### config.mk
export PLATFORM = sky130hd
export DESIGN_NAME = ex_alu_md_sequencer
export DESIGN_NICKNAME = d
export VERILOG_FILES = /design/src/rtl/ex_alu_md_sequencer_pkg.sv /design/src/rtl/ex_alu_md_sequencer_alu_ctrl_decode.sv /design/src/rtl/ex_alu_md_sequencer.sv
export SDC_FILE = /design/constraint.sdc
export NUM_CORES = 1
export LEC_CHECK = 0
export CORE_MARGIN = 5
export CORE_UTILIZATION = 41
export CTS_BUF_LIST = sky130_fd_sc_hd__clkbuf_2 sky130_fd_sc_hd__clkbuf_4 sky130_fd_sc_hd__clkbuf_8
export DETAILED_ROUTE_END_ITERATION = 6
export GPL_TIMING_DRIVEN = 1
export PLACE_DENSITY = 0.77
export SYNTH_ARGS = -nofsm -noshare
export SYNTH_HDL_FRONTEND = slang
export SYNTH_SLANG_ARGS = --single-unit
### constraint.sdc
create_clock -name clk -period 1.3 [get_ports clk]
set_clock_uncertainty 0.05 [all_clocks]
set_input_delay 0.26 -clock clk [delete_from_list [all_inputs] [get_ports clk]]
set_output_delay 0.26 -clock clk [all_outputs]
set_load 0.02 [all_outputs]
### src/rtl/ex_alu_md_sequencer_pkg.sv
// Shared definitions for the EX-stage ALU control and the multiply/divide
// sequencer: ALUOp classes, R-type funct codes, ALU control codes and the
// sequencer state encoding.
package ex_alu_md_sequencer_pkg;

  // Main-control ALU op classes
  localparam logic [1:0] ALUOP_ADD   = 2'b00;
  localparam logic [1:0] ALUOP_SUB   = 2'b01;
  localparam logic [1:0] ALUOP_RTYPE = 2'b10;
  localparam logic [1:0] ALUOP_IMM   = 2'b11;

  // R-type funct codes that touch HI/LO
  localparam logic [5:0] F_MFHI  = 6'h10;
  localparam logic [5:0] F_MTHI  = 6'h11;
  localparam logic [5:0] F_MFLO  = 6'h12;
  localparam logic [5:0] F_MTLO  = 6'h13;
  localparam logic [5:0] F_MULT  = 6'h18;
  localparam logic [5:0] F_MULTU = 6'h19;
  localparam logic [5:0] F_DIV   = 6'h1A;
  localparam logic [5:0] F_DIVU  = 6'h1B;

  // ALU control codes for the non-R-type classes
  localparam logic [5:0] ALU_ADD = 6'b100000;
  localparam logic [5:0] ALU_SUB = 6'b100010;
  localparam logic [5:0] ALU_IMM = 6'b000101;

  typedef enum logic [1:0] {
    IDLE = 2'd0,
    BUSY = 2'd1,
    DONE = 2'd2
  } md_state_e;

endpackage

### src/rtl/ex_alu_md_sequencer_alu_ctrl_decode.sv
// Combinational ALU control decode.
// Ports:
//   alu_op   in  2    main-control ALU op class
//   funct    in  OPW  instruction funct field
//   alu_code out OPW  ALU control code
//   is_md    out 1    funct is MULT/MULTU/DIV/DIVU (R-type only)
//   is_hilo  out 1    funct reads or writes HI/LO (R-type only)
module alu_ctrl_decode
  import ex_alu_md_sequencer_pkg::*;
#(
  parameter int OPW = 6
) (
  input  logic [1:0]     alu_op,
  input  logic [OPW-1:0] funct,
  output logic [OPW-1:0] alu_code,
  output logic           is_md,
  output logic           is_hilo
);

  logic md_range;
  logic mv_range;

  always_comb begin
    md_range = (funct >= OPW'(F_MULT)) && (funct <= OPW'(F_DIVU));
    mv_range = (funct >= OPW'(F_MFHI)) && (funct <= OPW'(F_MTLO));
  end

  always_comb begin
    alu_code = OPW'(ALU_ADD);
    is_md    = 1'b0;
    is_hilo  = 1'b0;
    unique case (alu_op)
      ALUOP_ADD: alu_code = OPW'(ALU_ADD);
      ALUOP_SUB: alu_code = OPW'(ALU_SUB);
      ALUOP_IMM: alu_code = OPW'(ALU_IMM);
      ALUOP_RTYPE: begin
        alu_code = funct;
        is_md    = md_range;
        is_hilo  = md_range | mv_range;
      end
      default: alu_code = OPW'(ALU_ADD);
    endcase
  end

endmodule

### src/rtl/ex_alu_md_sequencer.sv
// EX-stage ALU control plus a multicycle multiply/divide sequencer.
// Launches the iterative HI/LO unit, counts its latency, pulses the HI/LO
// write and stalls HI/LO-dependent instructions while the unit is busy.
// Ports:
//   clk, rst          clock, asynchronous active-high reset
//   valid_in, flush   EX-stage instruction valid / squash
//   ALUOpF, funct     decode inputs
//   ALUControlOpcode  ALU control code (combinational)
//   md_start          one-cycle launch pulse
//   md_op             00 MULT, 01 MULTU, 10 DIV, 11 DIVU; held until next launch
//   md_busy           sequencer not IDLE
//   hilo_we           one-cycle HI/LO write strobe
//   stall             hold IF/ID/EX (combinational)
module ex_alu_md_sequencer
  import ex_alu_md_sequencer_pkg::*;
#(
  parameter int OPW        = 6,
  parameter int MUL_CYCLES = 4,
  parameter int DIV_CYCLES = 32,
  parameter int CNTW       = $clog2(((MUL_CYCLES > DIV_CYCLES) ? MUL_CYCLES : DIV_CYCLES) + 1)
) (
  input  logic           clk,
  input  logic           rst,
  input  logic           valid_in,
  input  logic           flush,
  input  logic [1:0]     ALUOpF,
  input  logic [OPW-1:0] funct,
  output logic [OPW-1:0] ALUControlOpcode,
  output logic           md_start,
  output logic [1:0]     md_op,
  output logic           md_busy,
  output logic           hilo_we,
  output logic           stall
);

  md_state_e       state_q, state_d;
  logic [CNTW-1:0] cnt_q, cnt_d;
  logic            md_start_q, md_start_d;
  logic [1:0]      md_op_q, md_op_d;

  logic is_md;
  logic is_hilo;
  logic accept;

  alu_ctrl_decode #(.OPW(OPW)) u_decode (
    .alu_op   (ALUOpF),
    .funct    (funct),
    .alu_code (ALUControlOpcode),
    .is_md    (is_md),
    .is_hilo  (is_hilo)
  );

  // Flush only blocks a launch; it never hides a stall, so a squashed
  // HI/LO reader still holds the front end until the unit drains.
  always_comb begin
    stall  = valid_in & is_hilo & (state_q != IDLE);
    accept = valid_in & ~flush & is_md & (state_q == IDLE);
  end

  always_comb begin
    state_d    = state_q;
    cnt_d      = cnt_q;
    md_start_d = 1'b0;
    md_op_d    = md_op_q;
    unique case (state_q)
      IDLE: begin
        if (accept) begin
          state_d    = BUSY;
          md_start_d = 1'b1;
          md_op_d    = funct[1:0];
          // funct[1] separates DIV/DIVU from MULT/MULTU
          cnt_d      = funct[1] ? CNTW'(DIV_CYCLES - 1) : CNTW'(MUL_CYCLES - 1);
        end
      end
      BUSY: begin
        if (cnt_q == '0) begin
          state_d = DONE;
        end else begin
          cnt_d = cnt_q - CNTW'(1);
        end
      end
      DONE: state_d = IDLE;
      default: state_d = IDLE;
    endcase
  end

  always_ff @(posedge clk or posedge rst) begin
    if (rst) begin
      state_q    <= IDLE;
      cnt_q      <= '0;
      md_start_q <= 1'b0;
      md_op_q    <= 2'b00;
    end else begin
      state_q    <= state_d;
      cnt_q      <= cnt_d;
      md_start_q <= md_start_d;
      md_op_q    <= md_op_d;
    end
  end

  // Status strobes decode straight from the state flop, so they are
  // glitch-free and clear with the asynchronous reset.
  always_comb begin
    md_start = md_start_q;
    md_op    = md_op_q;
    md_busy  = (state_q != IDLE);
    hilo_we  = (state_q == DONE);
  end

endmodule

; Word level (Yosys, flattened, before mapping)
; Cells that the tools add are included.
; W data, S select, Z words.
[op_classes]
bitwise_logic = 7
n_div = 0
multipliers = 0
add_sub_neg = 1
n_reduce_logical = 10
order_cmp = 4
n_shift = 0
n_eq_ne = 8
n_mux = 12
[op_table]
columns = cell, count
row1 = $pmux W6 S4, 1
row2 = $ge A6 B5 Y1 const B, 2
row3 = $le A6 B5 Y1 const B, 2
row4 = $mux W6, 2
row5 = $pmux W6 S2, 1
row6 = $eq A2 B2 Y1 const B, 3
row7 = $logic_not A6 Y1, 1
row8 = $ne A2 B2 Y1 const B, 3
row9 = $sub A6 B1 Y6 const B, 1
row10 = $and A1 B1 Y1, 5
row11 = $mux W5, 1
row12 = $eq A2 B1 Y1 const B, 2
row13 = $logic_not A2 Y1, 2
row14 = $mux W1, 4
row15 = $mux W2, 2
row16 = $pmux W2 S2, 1
row17 = $reduce_and A2 Y1, 2
row18 = $reduce_bool A2 Y1, 2
row19 = $reduce_and A3 Y1, 1
row20 = $logic_and A1 B1 Y1, 2
row21 = $not A1 Y1, 1
row22 = $or A1 B1 Y1, 1
[totals]
memories = 0
mem_bits_rw = 0
latch_bits = 0
wordCells = 46
rom_bits = 0
ff_bits = 11
output_inout_bits = 12

; Logic depth before layout (Yosys ltp)
; Gate-level depths: netlist of run 1.
[logic_depth]
depth_word = 7
ltp_mapped = 6

; Cells and area by module
; From an unflattened synthesis of run 1, not the netlist that was laid out.
[hier_totals]
cells_unflattened = 69
hier_area_um2 = 653.1
[modules_own_cells]
columns = mod, cells_each, seq_area_each_um2, instances, area_each_um2
row1 = ex_alu_md_sequencer, 58, 275.3, 1, 561.8
row2 = alu_ctrl_decode, 11, 0.0, 1, 91.3

; Worst setup path after synthesis of run 1
; OpenSTA, ideal clock, no wires.
[synth_timing]
kind = register to register
startpoint = reg state_q[1]
endpoint = reg cnt_q[2]
path_buffers = 0
setup_ns = 0.127
slack_ns = -0.106
t_required_ns = 1.123
t_arrival_ns = 1.230
synth_period_minus_slack_ns = 1.406
path_stages_with_launch = 5
path_cell_list = dfrtp_1 nor4b_4 nand4_4 nand2_2 o2bb2a_1
[synth_between]
elab_chain_cells = 4
elab_cells_between_ends = 8
classes_between = eq/ne: 3 / mux: 1 / bitwise: 1 / reduce/logical: 3
[synth_rtl]
columns = item, line_no
row1 = from (decl), ex_alu_md_sequencer.sv:36  ; md_state_e state_q, state_d;
row2 = from (signal assigned), ex_alu_md_sequencer.sv:94  ; state_q <= state_d;
row3 = $logic_not A2 Y1, "ex_alu_md_sequencer.sv:57, ex_alu_md_sequencer.sv:65"
row4 = $and A1 B1 Y1, ex_alu_md_sequencer.sv:57  ; accept = valid_in & ~flush & is_md & (state_q == IDLE);
row5 = $ne A2 B2 Y1 (no source line), -
row6 = $reduce_and A3 Y1 (no source line), -
row7 = to (signal assigned), ex_alu_md_sequencer.sv:95  ; cnt_q <= cnt_d;
row8 = to (decl), ex_alu_md_sequencer.sv:37  ; logic [CNTW-1:0] cnt_q, cnt_d;
; Several ways; a longest one is shown, not always the timed one.
; A chain may end at the register's enable or synchronous reset.

; Worst setup path in the final report of run 1
[layout_timing]
startpoint = reg state_q[1]
endpoint = reg md_op_q[1] (netlist: md_op[1])
[layout_between]
elab_chain_cells = 3
[layout_rtl]
columns = item, line_no
row1 = $logic_not A2 Y1 (*), "ex_alu_md_sequencer.sv:57, ex_alu_md_sequencer.sv:65"
row2 = $and A1 B1 Y1, ex_alu_md_sequencer.sv:57
row3 = $reduce_and A2 Y1 (no source line) (*), -
row4 = to (signal assigned), ex_alu_md_sequencer.sv:97  ; md_op_q <= md_op_d;
row5 = to (decl), ex_alu_md_sequencer.sv:39  ; logic [1:0] md_op_q, md_op_d;
; Mark *: on every way between the ends. The rest lies on a longest branch, timed or not.

==> results of run 1 <==
registers in the layout, summed over array words and instances, names as in the netlist:
register  flops
cnt_q         6
md_op         2
md_start      1
state_q       2
metal layers:
metal | routed length [um] | global-route usage (%) | up-vias
li1 | - | - | 347
met5 | 0 | 0 | -
met3 | 190 | 5.33 | 3
met2 | 1110 | 32.8 | 29
met4 | 30 | 7.66 | 0
met1 | 794 | 20.5 | 350
stage by stage:
stage / util [%] / std cells / total power [W] / worst slack [ns] / hold WS [ns]
after floorplan: - / 66 / 0.00116 / -0.0751 / 0.0624
after global placement: 72.7 / 127 / 0.00166 / -0.778 / 0.424
after detailed placement: 72.7 / 127 / 0.00172 / -0.823 / 0.431
after CTS: 80.5 / 135 / 0.00225 / -0.257 / 0.235
after global routing: 80.6 / 135 / 0.00249 / -0.324 / 0.253
final: 80.6 / 135 / 0.00233 / -0.247 / 0.221
final timing paths:
kind / slack, ns / startpoint / end
setup reg to reg: -0.25 / state_q[1] / md_op[1]
hold reg to reg: 0.44 / md_op[0] / md_op[0]
min in group clk: 0.32 / funct[0] / md_op[0]
max in group asynchronous: 0.69 / rst / md_op[0]
hold / removal: 0.22 / rst / md_op[1]
setup / recovery: -0.25 / state_q[1] / md_op[1]
cells in the mapped netlist, drive strengths merged:
| master | instances | area [sq um] |
|---|---|---|
| nand4 | 1 | 21.3 |
| nand2 | 3 | 13.8 |
| nor4b | 1 | 23.8 |
| o21ai | 3 | 15.0 |
| nand2b | 1 | 6.26 |
| nor3b | 1 | 7.51 |
| a22oi | 1 | 7.51 |
| nor4 | 1 | 6.26 |
| and2 | 1 | 6.26 |
| nand3 | 2 | 10.0 |
| inv | 6 | 22.5 |
| o2bb2a | 3 | 30.0 |
| and4 | 1 | 8.76 |
| a21oi | 2 | 10.0 |
| a21boi | 1 | 7.51 |
| ha | 2 | 25.0 |
| and2b | 1 | 7.51 |
| a31oi | 1 | 6.26 |
| or3 | 1 | 6.26 |
| and3b | 1 | 8.76 |
| mux2 | 3 | 33.8 |
| nor2 | 7 | 26.3 |
| a31o | 4 | 35.0 |
| nor2b | 2 | 12.5 |
| a2bb2oi | 1 | 8.76 |
| nor3 | 1 | 5.00 |
| or2 | 1 | 6.26 |
| o21a | 2 | 15.0 |
| dfrtp | 11 | 275 |
worst register-to-register path, cell delays in order (launching register included):
cell	delay (ns)
dfrtp_1	0.38
buf_6	0.12
nor4b_4	0.29
nand4_4	0.22
mux2_1	0.37
timing repair:
item / CTS / global route
gates resized for setup: 80 / 8
setup buffers: 4 / 1
hold buffers: 0 / 0
cloned: 0 / 0
endpoints found under the setup margin: 22 / 17
pin swaps: 8 / 7
where the power goes:
| part | switching, W | internal (W) |
|---|---|---|
| logic | 0.000679 | 0.000845 |
| clock network | 0.000116 | 0.000140 |
| registers | 0.0000911 | 0.000456 |
| total | 0.000886 | 0.00144 |
cell type report:
class                   instances  share of cell area [%]
inverters                       6                    1.83
well taps                      16                    1.63
repair buffers                 49                    34.0
clock buffers                   4                    2.44
multi-input cells              49                    37.7
flip-flops and latches         11                    22.4
kinds of logic after synthesis:
| group | count (synthesis) | synth area share [%] |
|---|---|---|
| and+or+nand+nor | 26 | 26.4 |
| AOI/OAI and AO/OA | 18 | 20.2 |
| DFF | 11 | 41.2 |
| buffers and inverters | 6 | 3.37 |
| muxes | 3 | 5.06 |
| adders and majority gates | 2 | 3.74 |
==> results.md, run 1 <==
* Status: complete, but fails checks
* Failing checks: negative setup slack
* FF+latch count, synth at 11
* First-pass GRT wire length at 3530 um
* Setup ws final at -0.247 ns
* Final setup fails at 13
* Row count at 14
* Slew @ Worst Pin at 0.421 ns
* Commonest non-fill, non-tap cell in the layout: buf_4
* Drt total wl at 2120 um
* RSZ-0062 raised after global routing: true
* Library cells used by synthesis at 31
* Buf/Inv on CP at 1
* Critical-path maximum fanout at 8
* CP Class: reg -> reg
* Ratio of cells with drive above 1 in the final layout at 53.8%
* Area Overhead vs Synth at 83.9%
* Via count at 729
* Max Cap Viol at 0
* Total GRT Usage at 18.5%
* Ports at 24
* Final Max Tran Viols at 0
* Area occupied by multi-input gates at 463 sq um
* Htree depth at 1
* Die H at 50.4 um
* Num CTS Buffers at 3
* Nets@finish at 134
* FILL cells at 104
* Clock tree from TritonCTS: done
* Largest net degree at the start of global routing at 12
* Cells after Synth at 66
* Die W at 50.4 um
* Most frequent cells in the layout: buf_4, dfrtp_1, buf_6
* Hold Vio Cnt, Final at 0
* Total grt overflow at 0
* Worst-Skew Late Latency at 0.28 ns
* Post-DP HPWL at 1490 um
* CP Depth at 4
* Fmax at 646 MHz
* Synth Warn # at 0
* Worst-path cell chain: buf_6 > nor4b_4 > nand4_4 > mux2_1
* Clock sink count at 11
* Final min period at 1.55 ns
* Post-Syn Area at 668 sq um
* Slew HR at 71.9%
* ANT nets after route at 0
* Slowest-stage cell, CP: dfrtp_1
* CP Capture Type: flip-flop
* Iteration count of the initial detailed-routing pass at 4
* Die area at 2540 sq um
* CP arrival at 1.66 ns
* Antenna Cells at 0
* Setup TNS Final at -2.40 ns
* Core ar. at 1520 sq um
* GPL Wtd Cong at 0.860
* Avg WL per Cell at 15.7 um
* Seq. cell area at 275 sq um
* Post-DP Area at 1110 sq um
* Buffers on Ports at 23
* Pleak at 0.619 nW
* Initial Utilization at 43.8%
* HP Class: in -> async
* Worst vdd ir at 1.31 mV
* Longest Clk Path Bufs at 2
* Design area at 1230 sq um
* P per Cell Area at 1890 nW/um^2
* Iteration-0 DRC Markers at 12
* Sequential area share after synthesis at 41.2%
* Crit-path leading delay family: simple AND/OR/NAND/NOR gates
* Critical Path RT at 1.41 ns
* Startpoint types: flip-flop
* Clk root buf: clkbuf_4
* DRC at 0
* Final worst-path cycle share at 119%
* Number of global-route vias before repair at 750
* Initial antenna violation count at 0
* Worst Reg-to-Reg Cells at 4
* CP peak stage delay at 0.38 ns
* Clock-pin slew on the worst setup and hold paths at 0.07 ns
* Synth Area per Inst at 10.1 sq um
* Vias per cell at 5.40
* Post-Synthesis Net Count at 80
Power figures use the tool's default switching activity.
==> inputs of run 2 (changes only) <==
CORE_MARGIN = unset   (was 5)
==> results.md, run 2 (synthesized netlist as in run 1, its figures left out) <==
* M1 GR Usage at 30.0% (+9.5 points)
* Most frequent cells in the layout: buf_4, dfrtp_1, buf_6
* Largest register FFs at 6 (unchanged)
* Row count at 14 (unchanged)
* Slew HR at 70.4% (-1.4 points)
* Final min period at 1.58 ns (+0.0307 ns)
* Iteration count of the initial detailed-routing pass at 2 (-2)
* Die area at 1800 sq um (-29%)
* CP peak stage delay at 0.39 ns (about the same)
* Clock tree from TritonCTS: done
* Max Cap Viol at 0 (unchanged)
* CP Capture Type: flip-flop
* Worst-Skew Late Latency at 0.28 ns (about the same)
* Slew @ Worst Pin at 0.443 ns (+0.0214 ns)
* Htree depth at 1 (unchanged)
* HP Class: in -> async
* Drt total wl at 2190 um (+3.2%)
* Final worst-path cycle share at 121% (+2.4 points)
* Final Max Tran Viols at 0 (unchanged)
* Via count at 731 (+0.27%)
* Antenna Cells at 0 (unchanged)
* Critical-path maximum fanout at 8 (unchanged)
* Avg WL per Cell at 16.4 um (+4.0%)
* First-pass GRT wire length at 3550 um (+0.40%)
* DRC at 0 (unchanged)
* Startpoint types: flip-flop
* P per Cell Area at 1830 nW/um^2 (-3.4%)
* Nets@finish at 133 (-0.75%)
* Seq. cell area at 275 sq um (unchanged)
* Number of global-route vias before repair at 742 (-1.1%)
* Hold Vio Cnt, Final at 0 (unchanged)
* CP Class: reg -> reg
* CP arrival at 1.70 ns (+0.04 ns)
* Num CTS Buffers at 3 (unchanged)
* Setup ws final at -0.278 ns (-0.0307 ns)
* Post-Layout Cell Count at 134 (-0.74%)
* Met3 usage at 7.76% (+2.4 points)
* Final Total Pwr at 0.00224 W (-3.9%)
* Ports at 24 (unchanged)
* Inst Count DP at 126 (-0.79%)
* Initial Utilization at 44.4% (+0.51 points)
* Clock sink count at 11 (unchanged)
* Clk root buf: clkbuf_4
* Final setup fails at 13 (unchanged)
* Total GRT Usage at 27.3% (+8.8 points)
* Post-DP HPWL at 1460 um (-2.1%)
* Pre-CTS WS at -0.744 ns (+0.0792 ns)
* Die W at 42.4 um (-16%)
* Fmax at 634 MHz (-1.9%)
* Die H at 42.4 um (-16%)
* ANT nets after route at 0 (unchanged)
* Pleak at 0.611 nW (-1.3%)
* Clock-pin slew on the worst setup and hold paths at 0.08 ns (about the same)
* Critical Path RT at 1.42 ns (about the same)
* Area occupied by multi-input gates at 467 sq um (+0.81%)
* Worst vdd ir at 1.23 mV (-6.0%)
* Failing checks: negative setup slack
* Longest Clk Path Bufs at 2 (unchanged)
* Final hold slack at 0.226 ns (+0.00514 ns)
* Initial antenna violation count at 0 (unchanged)
* Global Route met2 Usage at 48.6% (+16 points)
* Total grt overflow at 0 (unchanged)
* RSZ-0062 raised after global routing: true
* Vias per cell at 5.46 (+1.0%)
* Core ar. at 1510 sq um (-1.1%)
* Buffers on Ports at 23 (unchanged)
* Most flops, register: cnt_q
* Commonest non-fill, non-tap cell in the layout: buf_4
* Slowest-stage cell, CP: dfrtp_1
* Post-layout util at 81.1% (+0.52 points)
* Ratio of cells with drive above 1 in the final layout at 55.9% (+2.2 points)
* Largest net degree at the start of global routing at 12 (unchanged)
* Area Overhead vs Synth at 83.0%
* GPL Wtd Cong at 0.790 (-8.2%)
* Worst-path cell chain: buf_6 > nor4b_4 > nand4_4 > mux2_4
* Iteration-0 DRC Markers at 7 (-5)
* Grt peak-use layer: met2
* FILL cells at 102 (-1.9%)
* Status: complete, but fails checks
[run 2: final cells by class]
| cell class | instances | share of cell area (%) |
|---|---|---|
| multi-input cells | 49 | 38.2 |
| flip-flops and latches | 11 | 22.5 |
| inverters | 6 | 1.84 |
| repair buffers | 48 | 33.6 |
| clock buffers | 3 | 1.84 |
| well taps | 16 | 1.64 |
| clock inverters | 1 | 0.409 |
[run 2: final timing paths]
| check | start | to | slack (ns) | cells past startpoint |
|---|---|---|---|---|
| max | state_q[1] | md_op[1] | -0.28 | 4 |
| min | rst | cnt_q[3] | 0.23 | 2 |
| max reg2reg | state_q[1] | md_op[1] | -0.28 | 4 |
| min reg2reg | md_op[0] | md_op[0] | 0.47 | 1 |
| max in group asynchronous | rst | state_q[1] | 0.67 | 2 |
| min in group clk | funct[0] | md_op[0] | 0.33 | 2 |
[run 2: what timing repair did]
item | 4_1_cts | 5_1_grt
resized for setup | 80 | 9
endpoints found under the hold margin | 0 | 0
pin swaps | 7 | 4
hold buffers | 0 | 0
setup buffers | 3 | 2
setup endpoints to repair | 21 | 16
[run 2: per-layer routing]
metal / share of wire [%] / vias up
met3: 5.5 / 5
li1: - / 343
met5: 0 / -
met2: 54 / 27
met4: 1.5 / 0
met1: 39 / 356
[run 2: worst max-delay path: cells and delay by family, from the launching register on]
family        cells  cell delay [ns]
buf+inv           1             0.13
flops             1             0.39
mux               1             0.36
simple gates      2             0.54
[run 2: stage by stage]
| step | cell area [sq um] | setup TNS, ns |
|---|---|---|
| floorplan | 692 | -0.419 |
| global placement | 1100 | -9.43 |
| detailed placement | 1100 | -10.04 |
| CTS | 1200 | -3.09 |
| global route | 1220 | -3.88 |
| finish | 1220 | -2.84 |
[run 2: report_power, final]
part,leakage [nW],switching [W],internal (W)
sequential,0.137,0.0000799,0.000455
clock,0.0177,0.000133,0.000114
combinational,0.456,0.000650,0.000805
total,0.611,0.000863,0.00137
